**config.mk**
```make
export PLATFORM = sky130hd
export DESIGN_NAME = monitor_estado
export DESIGN_NICKNAME = d
export VERILOG_FILES = /design/src/rtl/monitor_estado_pkg.sv /design/src/rtl/monitor_estado_7seg.sv /design/src/rtl/monitor_estado.sv
export SDC_FILE = /design/constraint.sdc
export NUM_CORES = 1
export LEC_CHECK = 0
export ABC_AREA = 1
export CAP_MARGIN = 20
export CORE_UTILIZATION = 40
export CTS_CLUSTER_SIZE = 40
export DETAILED_ROUTE_END_ITERATION = 12
export DONT_BUFFER_PORTS = 1
export GPL_ROUTABILITY_DRIVEN = 0
export GPL_TIMING_DRIVEN = 0
export PLACE_DENSITY = 0.64
export SYNTH_ARGS = -nofsm -noshare
export SYNTH_HDL_FRONTEND = slang
export SYNTH_SLANG_ARGS = --single-unit
export TNS_END_PERCENT = 1
```
**constraint.sdc**
```tcl
create_clock -name iClk -period 2 [get_ports iClk]
set_input_delay 0.4 -clock iClk [delete_from_list [all_inputs] [get_ports iClk]]
set_output_delay 0.4 -clock iClk [all_outputs]
set_load 0.05 [all_outputs]
```
**src/rtl/monitor_estado_pkg.sv**
```systemverilog
// Shared types and constants for the state-stream monitor.
// Decoder patterns are active-low {g,f,e,d,c,b,a}.
package monitor_estado_pkg;

  typedef enum logic [1:0] {
    ESPERA    = 2'd0,
    SIGUIENDO = 2'd1,
    FALLA     = 2'd2
  } estado_t;

  localparam logic [6:0] SEG_CERO = 7'b1000000;
  localparam logic [6:0] SEG_UNO  = 7'b1111001;
  localparam logic [6:0] SEG_DOS  = 7'b0100100;
  localparam logic [6:0] SEG_TRES = 7'b0110000;

  function automatic logic esLegal(
    input logic [1:0] previo,
    input logic [1:0] actual
  );
    logic [1:0] siguiente;
    siguiente = previo + 2'd1;
    return (actual == siguiente) || (actual == 2'd0);
  endfunction

endpackage

```
**src/rtl/monitor_estado_7seg.sv**
```systemverilog
// Combinational 2-bit to active-low 7-segment decoder.
// Shared with other display blocks.
module decodificador_7seg
  import monitor_estado_pkg::*;
(
  input  logic [1:0] iValor,
  output logic [6:0] oSegmentos
);

  always_comb begin
    oSegmentos = SEG_CERO;
    unique case (iValor)
      2'd0: oSegmentos = SEG_CERO;
      2'd1: oSegmentos = SEG_UNO;
      2'd2: oSegmentos = SEG_DOS;
      2'd3: oSegmentos = SEG_TRES;
    endcase
  end

endmodule

```
**src/rtl/monitor_estado.sv**
```systemverilog
// Consumer-side monitor of the 2-bit state stream: dwell time,
// lap count, sticky sequence/watchdog errors and 7-seg digit.
module monitor_estado
  import monitor_estado_pkg::*;
#(
  parameter int ANCHO_CONT = 16,
  parameter int TIEMPO_MAX = 1000
) (
  input  logic                  iClk,
  input  logic                  iRestart,
  input  logic [1:0]            iValorEstado,
  input  logic                  iPause,
  input  logic                  iBorrarError,
  output logic                  oCambio,
  output logic [1:0]            oEstadoAnterior,
  output logic [ANCHO_CONT-1:0] oPermanencia,
  output logic [7:0]            oVueltas,
  output logic                  oErrorSecuencia,
  output logic                  oErrorTiempo,
  output logic [6:0]            oSegmentos
);

  localparam logic [ANCHO_CONT-1:0] LIMITE = ANCHO_CONT'(TIEMPO_MAX);
  localparam logic [ANCHO_CONT-1:0] MAXIMO = '1;
  localparam logic [ANCHO_CONT-1:0] UNO    = ANCHO_CONT'(1);

  logic [1:0] rMuestra;
  logic [1:0] rPrevia;
  estado_t    rEstado;
  estado_t    estadoSig;
  logic       cambio;
  logic       legal;
  logic       perro;
  logic       vuelta;
  logic       fijaSec;
  logic       fijaTiempo;
  logic       errSecSig;
  logic       errTiempoSig;

  assign cambio = rMuestra != rPrevia;
  assign legal  = esLegal(rPrevia, rMuestra);
  // A detected change takes priority over the watchdog.
  assign perro  = !cambio && !iPause && (oPermanencia == LIMITE);

  always_comb begin
    estadoSig  = rEstado;
    vuelta     = 1'b0;
    fijaSec    = 1'b0;
    fijaTiempo = 1'b0;
    unique case (rEstado)
      ESPERA: begin
        if (cambio) estadoSig = SIGUIENDO;
      end
      SIGUIENDO: begin
        if (cambio && !legal) begin
          fijaSec   = 1'b1;
          estadoSig = FALLA;
        end else if (perro) begin
          fijaTiempo = 1'b1;
          estadoSig  = FALLA;
        end else if (cambio && rPrevia == 2'd3 && rMuestra == 2'd0) begin
          vuelta = 1'b1;
        end
      end
      FALLA: begin
        if (iBorrarError) estadoSig = ESPERA;
      end
      default: estadoSig = ESPERA;
    endcase
    errSecSig    = fijaSec | (oErrorSecuencia & ~iBorrarError);
    errTiempoSig = fijaTiempo | (oErrorTiempo & ~iBorrarError);
  end

  always_ff @(posedge iClk or posedge iRestart) begin
    if (iRestart) begin
      rMuestra        <= 2'd0;
      rPrevia         <= 2'd0;
      rEstado         <= ESPERA;
      oCambio         <= 1'b0;
      oEstadoAnterior <= 2'd0;
      oPermanencia    <= '0;
      oVueltas        <= 8'd0;
      oErrorSecuencia <= 1'b0;
      oErrorTiempo    <= 1'b0;
    end else begin
      rMuestra        <= iValorEstado;
      rPrevia         <= rMuestra;
      rEstado         <= estadoSig;
      oCambio         <= cambio;
      oErrorSecuencia <= errSecSig;
      oErrorTiempo    <= errTiempoSig;
      if (cambio) begin
        oEstadoAnterior <= rPrevia;
        oPermanencia    <= UNO;
      end else if (!iPause && oPermanencia != MAXIMO) begin
        oPermanencia <= oPermanencia + UNO;
      end
      if (vuelta) oVueltas <= oVueltas + 8'd1;
    end
  end

  decodificador_7seg uSeg (
    .iValor    (rMuestra),
    .oSegmentos(oSegmentos)
  );

endmodule

```
==> flow_metrics.py <==
metrics = {
    "floorplanning": {
        "initial_core_util_pct": 41.75,
        "die_area_mm2": 0.005214,
        "rows": 25,
        "io_pins": 42,
        "die_x_um": 72.21,
        "fp.dieH_um": 72.21,
        "core_mm2": 0.004723,
    },
    "global_routing": {
        "antenna_found_initial": 0,
        "use_met1_pct": 21.30,
        "met3_usage_pct": 6.389,
        "use_met2_pct": 30.63,
        "grt_overflow": 0,
        "grt_use_total_pct": 18.05,
        "grt_busiest_layer": "met2",
        "grt_pass1_vias": 1558,
        "grt_pass1_wl_um": 7176,
        "grt_max_degree": 20,
    },
    "timing": {
        "tightestPinTransition_ns": 0.7137,
        "final-max-slew-violation-count": 0,
        "setup_viol": 0,
        "holdWs_ns": 0.09884,
        "rsz0062_at_grt": "yes",
        "min_period_ns": 1.856,
        "finalCritPeriodShare_pct": 92.80,
        "max_slew_margin_pct": 52.37,
        "finalHoldViolCount": 0,
        "fmax_mhz": 538.8,
        "skew_ns": 0.008791,
    },
    "power_and_ir_drop": {
        "peakVddDrop_mv": 0.7632,
        "power_frac_clock_pct": 34.8,
        "p_int_mw": 1.236,
        "switchingPower_uw": 673.6,
        "power.leakage_nw": 0.9919,
        "switching_share_pct": 35.27,
        "seqPwrFrac_pct": 51.9,
        "combPwrFrac_pct": 13.3,
        "p_per_area_mw_per_mm2": 850.4,
    },
    "clock_tree": {
        "cts_tree": "built",
        "postCtsHoldBufs": 0,
        "worstSkewPairLatency_ns": 0.29,
        "ctsResizeCount": 7,
        "post-cts-setup-buffers": 0,
        "cts.sinks": 35,
        "cts_max_level": 2,
        "cts_buffer_depth": 2,
        "numCtsBuffers": 5,
        "root_buffer": "clkbuf_8",
        "clk_pin_slew_worst_paths_ns": 0.08,
    },
    "synth": {
        "netlist_area_mm2": 0.001972,
        "synth_seq_cells": 35,
        "avgSynthCellArea_um2": 7.613,
        "ys_top_cells_by_area": "dfrtp_1 44%, nand2_1 15%, nor2_1 7.2%",
        "syn_nets": 269,
        "synth_edf_count": 0,
        "syn-instance-count": 259,
        "synth_top_area_cell": "dfrtp_1",
        "ys_seq_area_share_pct": 44.42,
        "async_flop_share_pct": 100.0,
        "yosysWarnings": 0,
        "synth_top_area_share_pct": 44.42,
        "ys.flop_type": "dfrtp_1",
        "ys_types": 26,
    },
    "route": {
        "first_pass_iters": 4,
        "wl_per_cell_um": 13.00,
        "wl_um": 4356,
        "via_count": 1671,
        "viasPerCell": 4.988,
        "ant_nets": 0,
        "drc": 0,
        "drtIter0Drc": 144,
    },
    "place": {
        "post-dp-hpwl_um": 3201,
        "portBuffers": 0,
    },
    "min_path": {
        "hold_path.class": "primary input to async pin",
    },
    "cells_and_area": {
        "area_growth_pct": 13.90,
        "nets": 277,
        "fin_util_pct": 47.55,
        "register_area_um2": 892.1,
        "drive_gt1_share_pct": 16.04,
        "diodes": 0,
        "multi_input_area_um2": 973.4,
        "fillCellCount": 479,
    },
    "setup_path": {
        "start_kind": "flop",
        "path_class": "flop to output port",
        "worst-path-max-fanout": 5,
        "worstSetupEndpointType": "output port",
        "critPathArrivalTime_ns": 1.46,
        "critPathRequiredTime_ns": 1.60,
    },
    "job": {
        "cap_viol_max_count": 0,
    },
    "status": {
        "status": "finished clean",
    },
}
## cell families after synthesis
logic type      Yosys count  share of synthesized area (%)
simple gates            159                          35.41
xor+xnor                 14                          6.218
other cells               1                         0.1902
flops                    35                          44.42
compound gates           11                          3.490
buf+inv                  35                          7.740
fa+ha+maj                 4                          2.538
## power by group through the flow
stage / sequential [mW] / clock, mW / combinational (mW)
2_1_floorplan: 0.987 / 0 / 0.204
3_3_place_gp: 1.00 / 0 / 0.241
3_5_place_dp: 1.00 / 0 / 0.252
4_1_cts: 0.990 / 0.674 / 0.254
5_1_grt: 1.00 / 0.707 / 0.292
6_report: 0.991 / 0.665 / 0.254
## synth_stat cells (4+ instances only)
cell type and instances:
inv_1 23, ha_1 4, dfrtp_1 35, o21ai_1 5, nand2_1 77, nand4_1 19
nor2_1 38, nand3_1 16, xor2_1 6, o21ai_0 4, xnor2_1 8, buf_2 4
## through the flow
step | cell area [µm²] | setup slack (ns) | power [mW] | setup TNS [ns] | cells
finish | 2246 | 0.1441 | 1.910 | 0 | 335
global route | 2246 | -0.03888 | 2.000 | -0.04939 | 335
CTS | 2212 | -0.01358 | 1.917 | -0.01420 | 335
detailed placement | 2083 | -0.1399 | 1.254 | -1.481 | 327
global placement | 2056 | -0.1120 | 1.242 | -1.189 | 326
floorplan | 1972 | 0.1000 | 1.191 | 0 | 259
## registers in the layout, summed over array words and instances, names as in the netlist
register	flops
oErrorSecuencia	1
rPrevia	2
rEstado	2
oEstadoAnterior	2
oVueltas	8
rMuestra	2
oPermanencia	16
oCambio	1
oErrorTiempo	1
## final timing paths
kind | from | end | slack (ns) | cells past startpoint
worst max-delay path | rMuestra[1] | oSegmentos[2] | 0.14 | 2
worst min-delay path | iRestart | oVueltas[7] | 0.1 | 1
worst max register to register | oPermanencia[0] | oPermanencia[6] | 0.15 | 10
worst min register to register | rMuestra[0] | rPrevia[0] | 0.50 | 0
max in group asynchronous | iRestart | oPermanencia[4] | 1.35 | 2
min in group iClk | iValorEstado[1] | rMuestra[1] | 0.13 | 0
## layer usage
| layer | part of all wire [%] | wire, µm |
|---|---|---|
| met5 | 0 | 0 |
| met4 | 0.92 | 40 |
| met3 | 6.7 | 291 |
| met2 | 49 | 2145 |
| met1 | 43 | 1879 |
## final cells by class
cell class | count | area share (%)
Clock buffer | 5 | 3.064
Tap cell | 67 | 3.733
Timing Repair Buffer | 1 | 1.226
Multi-Input combinational cell | 189 | 43.34
Sequential cell | 35 | 39.72
Buffer | 8 | 2.228
Clock inverter | 3 | 2.117
Inverter | 27 | 4.568
## worst max-delay path, cell delays in order (launching register included)
cell and delay (ns):
dfrtp_1 0.49, inv_2 0.20, nor2_2 0.47
## cell usage in the layout, fill, tap and decap left out, drive strengths merged
master,Yosys,routed
nand3b,1,1
clkinv,1,2
conb,1,1
nor3,3,3
xnor2,8,8
buf,7,8
o21bai,1,1
nand3,17,17
dfrtp,35,35
o21ai,10,10
bufinv,0,1
nor2,39,39
ha,4,4
nand2,80,80
clkbuf,1,6
inv,26,27
xor2,6,6
nand4,19,19
Note: power is estimated with default switching activity, not from simulation.
